File: src/rtl/note_scheduler_pkg.sv
// Shared types and ROM entry field positions for the note scheduler.
// Latency: n/a (declarations only).
// Backpressure: n/a.
package note_scheduler_pkg;

  typedef enum logic [2:0] {
    S_IDLE  = 3'd0,
    S_FETCH = 3'd1,
    S_LOAD  = 3'd2,
    S_PLAY  = 3'd3,
    S_GAP   = 3'd4,
    S_FREE  = 3'd5
  } state_t;

  // Song ROM entry layout: [15:8] note, [7:6] octave, [5:0] duration units
  localparam int NOTE_MSB = 15;
  localparam int NOTE_LSB = 8;
  localparam int OCT_MSB  = 7;
  localparam int OCT_LSB  = 6;
  localparam int DUR_MSB  = 5;
  localparam int DUR_LSB  = 0;

endpackage

File: src/rtl/note_scheduler_tick_gen.sv
// Free-running prescaler producing a one-cycle tick every TICK_DIV clocks.
// Latency: first tick TICK_DIV cycles after reset release.
// Backpressure: none; the tick cannot be stalled.
module tick_gen #(
  parameter int TICK_DIV = 100000
) (
  input  logic sys_clk,
  input  logic rst_n,
  output logic tick
);

  localparam int CW = (TICK_DIV > 1) ? $clog2(TICK_DIV) : 1;

  logic [CW-1:0] count_q;

  assign tick = (count_q == CW'(TICK_DIV - 1));

  // Count 0..TICK_DIV-1 and wrap
  always_ff @(posedge sys_clk or negedge rst_n) begin
    if (!rst_n) begin
      count_q <= '0;
    end else if (tick) begin
      count_q <= '0;
    end else begin
      count_q <= count_q + CW'(1);
    end
  end

endmodule

File: src/rtl/note_scheduler.sv
// Song autoplay sequencer with free-play key override and pause/resume.
// Latency: play -> busy next cycle; ROM entry sounds 3 cycles after play.
// Backpressure: none; play while busy is dropped, stop/key always accepted.
module note_scheduler
  import note_scheduler_pkg::*;
#(
  parameter int TICK_DIV       = 100000,
  parameter int DUR_UNIT_TICKS = 50,
  parameter int GAP_TICKS      = 20,
  parameter int KEY_HOLD_TICKS = 200,
  parameter int ROM_AW         = 8
) (
  input  logic              sys_clk,
  input  logic              rst_n,
  input  logic              play,
  input  logic              stop,
  input  logic              key_valid,
  input  logic [7:0]        key_note,
  input  logic [1:0]        key_octave,
  output logic [ROM_AW-1:0] rom_addr,
  input  logic [15:0]       rom_data,
  output logic [7:0]        note,
  output logic [1:0]        shift,
  output logic              busy,
  output logic              song_done
);

  localparam logic [ROM_AW-1:0] ADDR_MAX = '1;

  logic tick;

  tick_gen #(.TICK_DIV(TICK_DIV)) u_tick_gen (
    .sys_clk (sys_clk),
    .rst_n   (rst_n),
    .tick    (tick)
  );

  // cnt_q is left untouched while in FREE, so it doubles as the saved counter
  state_t            state_q, state_d, sv_state_q, sv_state_d;
  logic [31:0]       cnt_q, cnt_d, hold_q, hold_d;
  logic [7:0]        note_q, note_d, ent_note_q, ent_note_d;
  logic [1:0]        shift_q, shift_d, ent_shift_q, ent_shift_d;
  logic [ROM_AW-1:0] addr_q, addr_d;
  logic              done_q, done_d, paused_q, paused_d;

  logic [7:0] rom_note;
  logic [1:0] rom_oct;
  logic [5:0] rom_dur;

  assign rom_note  = rom_data[NOTE_MSB:NOTE_LSB];
  assign rom_oct   = rom_data[OCT_MSB:OCT_LSB];
  assign rom_dur   = rom_data[DUR_MSB:DUR_LSB];

  assign rom_addr  = addr_q;
  assign note      = note_q;
  assign shift     = shift_q;
  assign song_done = done_q;
  assign busy      = (state_q != S_IDLE) && ((state_q != S_FREE) || paused_q);

  // Next-state and output decode; stop beats key, key beats everything else
  always_comb begin
    state_d     = state_q;
    sv_state_d  = sv_state_q;
    cnt_d       = cnt_q;
    hold_d      = hold_q;
    note_d      = note_q;
    shift_d     = shift_q;
    ent_note_d  = ent_note_q;
    ent_shift_d = ent_shift_q;
    addr_d      = addr_q;
    done_d      = 1'b0;
    paused_d    = paused_q;
    if (stop) begin
      state_d  = S_IDLE;
      note_d   = '0;
      shift_d  = '0;
      addr_d   = '0;
      paused_d = 1'b0;
    end else if (key_valid && (key_note != 8'd0)) begin
      note_d  = key_note;
      shift_d = key_octave;
      hold_d  = 32'(KEY_HOLD_TICKS);
      state_d = S_FREE;
      // Only an active song is paused; a key in FREE keeps the existing save
      if ((state_q != S_IDLE) && (state_q != S_FREE)) begin
        paused_d   = 1'b1;
        sv_state_d = state_q;
      end
    end else begin
      unique case (state_q)
        S_IDLE: begin
          if (play) begin
            addr_d  = '0;
            state_d = S_FETCH;
          end
        end
        S_FETCH: state_d = S_LOAD;
        S_LOAD: begin
          if (rom_dur == 6'd0) begin
            note_d  = '0;
            done_d  = 1'b1;
            state_d = S_IDLE;
          end else begin
            note_d      = rom_note;
            shift_d     = rom_oct;
            ent_note_d  = rom_note;
            ent_shift_d = rom_oct;
            cnt_d       = 32'(rom_dur) * 32'(DUR_UNIT_TICKS);
            state_d     = S_PLAY;
          end
        end
        S_PLAY: begin
          if (tick) begin
            if (cnt_q <= 32'd1) begin
              note_d  = '0;
              cnt_d   = 32'(GAP_TICKS);
              state_d = S_GAP;
            end else begin
              cnt_d = cnt_q - 32'd1;
            end
          end
        end
        S_GAP: begin
          if (tick) begin
            if (cnt_q <= 32'd1) begin
              if (addr_q == ADDR_MAX) begin
                done_d  = 1'b1;
                state_d = S_IDLE;
              end else begin
                addr_d  = addr_q + ROM_AW'(1);
                state_d = S_FETCH;
              end
            end else begin
              cnt_d = cnt_q - 32'd1;
            end
          end
        end
        S_FREE: begin
          if (tick) begin
            if (hold_q <= 32'd1) begin
              note_d = '0;
              if (paused_q) begin
                paused_d = 1'b0;
                state_d  = sv_state_q;
                if (sv_state_q == S_PLAY) begin
                  note_d  = ent_note_q;
                  shift_d = ent_shift_q;
                end
              end else begin
                state_d = S_IDLE;
              end
            end else begin
              hold_d = hold_q - 32'd1;
            end
          end
        end
        default: state_d = S_IDLE;
      endcase
    end
  end

  // State and datapath registers
  always_ff @(posedge sys_clk or negedge rst_n) begin
    if (!rst_n) begin
      state_q     <= S_IDLE;
      sv_state_q  <= S_IDLE;
      cnt_q       <= '0;
      hold_q      <= '0;
      note_q      <= '0;
      shift_q     <= '0;
      ent_note_q  <= '0;
      ent_shift_q <= '0;
      addr_q      <= '0;
      done_q      <= 1'b0;
      paused_q    <= 1'b0;
    end else begin
      state_q     <= state_d;
      sv_state_q  <= sv_state_d;
      cnt_q       <= cnt_d;
      hold_q      <= hold_d;
      note_q      <= note_d;
      shift_q     <= shift_d;
      ent_note_q  <= ent_note_d;
      ent_shift_q <= ent_shift_d;
      addr_q      <= addr_d;
      done_q      <= done_d;
      paused_q    <= paused_d;
    end
  end

endmodule

File: config.mk
export PLATFORM = sky130hd
export DESIGN_NAME = note_scheduler
export DESIGN_NICKNAME = d
export VERILOG_FILES = /design/src/rtl/note_scheduler_pkg.sv /design/src/rtl/note_scheduler_tick_gen.sv /design/src/rtl/note_scheduler.sv
export SDC_FILE = /design/constraint.sdc
export NUM_CORES = 1
export LEC_CHECK = 0
export ABC_CLOCK_PERIOD_IN_PS = 5800
export CORE_MARGIN = 3
export CORE_UTILIZATION = 30
export CTS_CLUSTER_DIAMETER = 40
export CTS_CLUSTER_SIZE = 10
export DETAILED_ROUTE_END_ITERATION = 8
export PLACE_DENSITY = 0.48
export SLEW_MARGIN = 20
export SYNTH_ARGS = -nofsm -noshare
export SYNTH_HDL_FRONTEND = slang
export SYNTH_SLANG_ARGS = --single-unit
File: constraint.sdc
create_clock -name sys_clk -period 5.8 [get_ports sys_clk]
set_clock_uncertainty 0.2 [all_clocks]
set_input_delay 0.58 -clock sys_clk [delete_from_list [all_inputs] [get_ports sys_clk]]
set_output_delay 0.58 -clock sys_clk [all_outputs]
set_load 0.005 [all_outputs]
# ---- Word-level counts from Yosys, hierarchy flattened
# Cells that the tools add are included.
dict set report classes {
  order_cmp 2
  n_eq_ne 30
  muxes 62
  n_addsub 4
  n_reduce_logical 26
  mul 1
  n_bitwise 3
}
# operator n
set ops {}
lappend ops {{32-bit 2-to-1 mux} 9}
lappend ops {{8-bit 2-to-1 mux} 15}
lappend ops {{32-bit case mux with 3 select lines} 1}
lappend ops {{32-bit by 1-bit <= comparator with 1-bit output (second input constant)} 2}
lappend ops {{32-bit by 1-bit subtractor with 32-bit output (second input constant)} 2}
lappend ops {{4-bit inequality test (second input constant)} 10}
lappend ops {{3-bit 2-to-1 mux} 10}
lappend ops {{8-bit case mux with 3 select lines} 1}
lappend ops {{3-bit case mux with 6 select lines} 1}
lappend ops {{3-bit nonzero test} 6}
lappend ops {{17-bit by 1-bit adder with 17-bit output (second input constant)} 1}
lappend ops {{17-bit equality test (second input constant)} 1}
lappend ops {{17-bit 2-to-1 mux} 1}
lappend ops {{2-bit 2-to-1 mux} 8}
lappend ops {{8-bit case mux with 2 select lines} 1}
lappend ops {{3-bit inequality test (second input constant)} 5}
lappend ops {{7-bit AND reduction} 2}
lappend ops {{1-bit 2-to-1 mux} 13}
lappend ops {{2-bit inequality test (second input constant)} 6}
lappend ops {{4-bit AND reduction} 3}
lappend ops {{6-bit AND reduction} 2}
lappend ops {{6-bit by 5-bit multiplier with 11-bit output (second input constant)} 1}
lappend ops {{3-bit by 2-bit equality test with 1-bit output (second input constant)} 3}
lappend ops {{8-bit by 1-bit adder with 8-bit output (second input constant)} 1}
lappend ops {{other kinds (17)} 23}
dict set report totals {
  register_bits 117
  elab_cells 140
}

# ---- Logic depth before layout (Yosys ltp)
dict set report logic_depth {
  depth_word 8
  depth_mapped 11
  mapped_depth_nobuf 11
}

# ---- By module
# From an unflattened synthesis, not the netlist that was laid out.
dict set report hier_totals {
  hier_cells 757
  hier_area_um2 7069.3
}
# module area_each_um2 seq_area_each_um2 instances cells_each
set modules_own_cells {}
lappend modules_own_cells {note_scheduler 6271.0 2502.4 1 682}
lappend modules_own_cells {tick_gen 798.3 425.4 1 75}

# ---- Least setup slack after synthesis
# Ideal clock, no wire load.
dict set report synth_timing {
  path_kind {in2reg}
  startpoint {in rom_data[1]}
  endpoint {reg cnt_q[11]}
  path_stages 9
  path_slack_ns 2.637
  t_arrival_ns 2.837
  path_cell_list {ha_1 ha_1 ha_1 fa_1 a21o_1 a21oi_1 o21ai_0 xnor2_1 a221o_1}
}
dict set report synth_via {
  elab_chain_cells 3
  word_cells_on_any_way 6
  classes_between {1 x mul; 1 x eq/ne; 2 x mux; 2 x reduce/logical}
}
# item line_no
set synth_rtl {}
lappend synth_rtl {{start: declaration} note_scheduler.sv:21} ;# input logic [15:0] rom_data,
lappend synth_rtl {{6-bit by 5-bit multiplier with 11-bit output / 6-bit zero test (equally long branches)} {note_scheduler.sv:108, note_scheduler.sv:99}}
lappend synth_rtl {{32-bit 2-to-1 mux / 2-bit inequality test (equally long branches)} --}
lappend synth_rtl {{32-bit case mux with 3 select lines / 7-bit AND reduction (equally long branches)} --}
lappend synth_rtl {{end signal: assignment} note_scheduler.sv:179} ;# cnt_q <= cnt_d;
lappend synth_rtl {{end: declaration} note_scheduler.sv:40} ;# logic [31:0] cnt_q, cnt_d, hold_q, hold_d;
# Parallel ways exist; a longest one is shown, timed or not. The select of a mux whose other input is x is not followed.
# A chain may end at the register's enable or synchronous reset.

# ---- Worst setup path in the final report
dict set report layout_timing {
  startpoint {reg state_q[2]}
  endpoint {reg cnt_q[16]}
}
dict set report layout_via {
  elab_chain_cells 3
  word_cells_on_any_way 10
  classes_between {7 x eq/ne; 1 x mux; 2 x reduce/logical}
}
# item line_no
set layout_rtl {}
lappend layout_rtl {{start: declaration} note_scheduler.sv:39} ;# state_t state_q, state_d, sv_state_q, sv_state_d;
lappend layout_rtl {{start signal: assignment} note_scheduler.sv:177} ;# state_q <= state_d;
lappend layout_rtl {{3-bit equality test / 3-bit by 2-bit equality test with 1-bit output (equally long branches)} note_scheduler.sv:90} ;# unique case (state_q)
lappend layout_rtl {{2-bit inequality test (no source line) / 3-bit nonzero test (equally long branches)} --}
lappend layout_rtl {{7-bit AND reduction (no source line)} --}
# Parallel ways exist; a longest one is shown, timed or not.

==> impl_results.md <==
* Status: complete, no violations
* Startpoint Class: register
* Sw Share at 31.8%
* Hpwl dp at about 14000 µm
* Avg WL per Cell at 17.2 µm
* Max_cap viols at 0
* Total power at 2.55 mW
* Rel. slew slack at 35.2%
* Final net count at 873
* CTS resizes at 0
* CTS root buf: clkbuf_16
* Area grow syn2layout at 19.2%
* Final worst-path cycle share at about two thirds
* Async set or reset register ratio after synthesis at 100%
* Die area at roughly 0.026 mm²
* FILL cells at 2441
* Sequential share of power at 38.0%
* EDFF count, synth at 0
* First-pass GRT wire length at roughly 32000 µm
* Worst r2r src: state_q[2]
* Area of the multi-input gates at 0.00406 mm²
* Final-report hold violation count at 0
* Mapped Cells at 770
* I/O pins at 51
* DRT iter0 DRCs at 449
* P per Cell Area at 296 mW/mm²
* Achievable Freq at 0.255 GHz
* Crit path time final at 3.92 ns
* Flops & latches, synth at 117
* Synthesis Warnings at 0
* Post-CTS Setup Inserts at 0
* P_int at about 1.7 mW
* Routed via count at 6240
* Num CTS Buffers at 17
* First-pass iteration count of the detailed router at 4
* Antenna violations before repair at 0
* DRC viols at 0
* Vias per cell at 5.47
* Part of the power in combinational logic at 19.6%
* Remaining Overflow, GRT at 0
* Final setup vio count at 0
* Post-Syn Nets at 834
* CORE AREA at 0.0235 mm²
* Layout cells sized above 1 at approximately a tenth
* CTS tree: yes
* Mean Syn Cell Area at ~9.4 µm²
* Die X at 161 µm
* Maximum vdd drop at 0.000159 V
* Hold slack at roughly 0.12 ns
* Largest net degree at the start of global routing at 72
* Clock Latency Late Sink at 0.43 ns
* Clock Pin Slew Worst Setup and Hold Paths at 0.06 ns
* Final GP Congestion at ~0.80
* CP Capture Type: register
* Reg-to-reg endpoint: cnt_q[16]
* Die Y at 161 µm
* Clock Sinks at 117
* Hold crit path type: in2async
* Initial core utilization at 30.7%
* CP max FO at 18
* Post-Syn Area at just over 0.007 mm²
* Final TNS setup at 0 ns
* Diode count at 0
* Total track usage at 15.4%
* Final WL at 19600 µm
* NetSw at 0.811 mW
* Vias in the first global route at just over 6000
* Req. time, crit path at 5.94 ns
* Clk pwr share at 42.4%
* H-tree depth at 4
* Sequential cell area at roughly 0.0029 mm²
* Clock buffer depth at 2
* Max Slew Vio Count at 0
* FF-to-FF setup slack at about 1.9 ns
* Seq/Total Area, Yosys at 40.5%
* RSZ-0062 raised after global routing: false
* Worst endpoint data arrival time at ~4.1 ns
* Worst slew pin tran at a little under 1 ns
* Routed Antenna Nets at 0
* Reg2reg path depth at 6
* Synth unique cells at 76
* Buffers added on ports at 50
* Row cnt at 56
* Crit Path Class: reg2reg
* Ys flop type: dfrtp_1
* Post-CTS Hold Fix Bufs at 0
* Leakage at 3.49 nW
[layout make-up]
type,instances,area share (%)
clock buffer,17,4.94
multi-input combinational,596,47.2
sequential,117,34.0
tap,319,4.64
clock inverter,15,1.95
timing repair buffer,58,6.48
inverter,19,0.828
[cell usage in the layout, fill, tap and decap left out, drive strengths merged, types with 11 or more instances in the layout]
cell           instances
a21oi                 37
a22oi                 11
clkbuf                17
clkdlybuf4s50         49
dfrtp                117
ha                    32
inv                   27
mux2                  18
nand2                 57
nand3                 30
nand4                 15
nor2                  59
nor3                  22
nor4                  22
o21ai                 50
o31ai                 22
or3                   20
or4                   34
xnor2                 22
xor2                  17
[registers in the layout, summed over array words and instances (netlist names)]
name,flops
cnt_q,32
ent_note_q,8
ent_shift_q,2
hold_q,32
note,8
paused_q,1
rom_addr,8
shift,2
song_done,1
state_q,3
sv_state_q,3
u_tick_gen.count_q,17
[how the worst max path moves through the flow]
stage | slack [ns] | end | from | cells after the start
2_1_floorplan | 2.64 | cnt_q[11] | rom_data[1] | 9
3_3_place_gp | 1.92 | cnt_q[16] | rom_data[2] | 9
3_5_place_dp | 1.89 | cnt_q[16] | rom_data[2] | 9
4_1_cts | 1.94 | cnt_q[16] | state_q[2] | 6
5_1_grt | 1.53 | cnt_q[16] | state_q[2] | 6
6_report | 1.88 | cnt_q[16] | state_q[2] | 6
[logic make-up (layout without fill, tap and decap cells)]
kind of cell	count (synthesis)	count (layout)	synth area share [%]
XOR/XNOR	39	39	4.73
AO/OA/AOI/OAI	195	195	18.6
buffers and inverters	57	109	3.33
multiplexers	21	21	3.22
AND/OR/NAND/NOR	308	308	23.8
adder cells (fa/ha/maj)	33	33	5.82
flip-flops	117	117	40.5
[critical path, cell delays in order (launching register included)]
cell and delay (ns):
dfrtp_1 0.69, nor3b_2 0.62, nor2_1 0.35, o21ai_1 0.56
nand3_1 0.59, or4_1 0.65, a21oi_1 0.16
[Yosys cell counts (6+ instances only)]
cell type / n / area share, %
or3_1: 19 / 1.6
o41ai_1: 7 / 0.85
or4_1: 33 / 3.4
and3_1: 9 / 0.78
o21ai_0: 46 / 3.2
nor3_1: 21 / 1.5
inv_1: 19 / 0.99
clkbuf_1: 27 / 1.4
mux2_2: 18 / 2.8
xor2_1: 17 / 2.1
dfrtp_1: 117 / 41
nand4_1: 15 / 1.3
or2_2: 7 / 0.61
o31ai_1: 22 / 2.3
ha_1: 32 / 5.5
a21oi_1: 37 / 2.6
nand3_1: 30 / 2.1
nor4_1: 20 / 1.7
buf_2: 6 / 0.42
xnor2_1: 22 / 2.7
nor2_1: 59 / 3.1
nand2_1: 57 / 3.0
a22oi_1: 11 / 1.1
[power by group through the flow]
stage / clock (mW) / combinational, mW / sequential (mW)
detailed placement: 0 / 0.498 / 0.981
finish: 1.08 / 0.498 / 0.969
floorplan: 0 / 0.368 / 0.950
global placement: 0 / 0.508 / 0.982
CTS: 1.11 / 0.501 / 0.967
global route: 1.15 / 0.562 / 0.982
[per-layer routing]
| metal | global-route usage, % | vias to the layer above | wire (µm) |
|---|---|---|---|
| met5 | 0 | - | 0 |
| met4 | 4.65 | 0 | 286 |
| met3 | 3.26 | 20 | 593 |
| met2 | 26.1 | 89 | 9570 |
| met1 | 19.8 | 3113 | 9120 |
| li1 | - | 3018 | - |
[metrics by stage]
step                      util, %  setup slack (ns)  cells  area [µm²]
after global routing         36.6              1.53   1141        8610
final                        36.6              1.88   1141        8610
after detailed placement     34.0              1.89   1109        8010
after floorplan                 -              2.64    770        7220
after global placement       34.0              1.92   1109        8010
after CTS                    36.6              1.94   1141        8610
(Power assumes the default switching activity.)
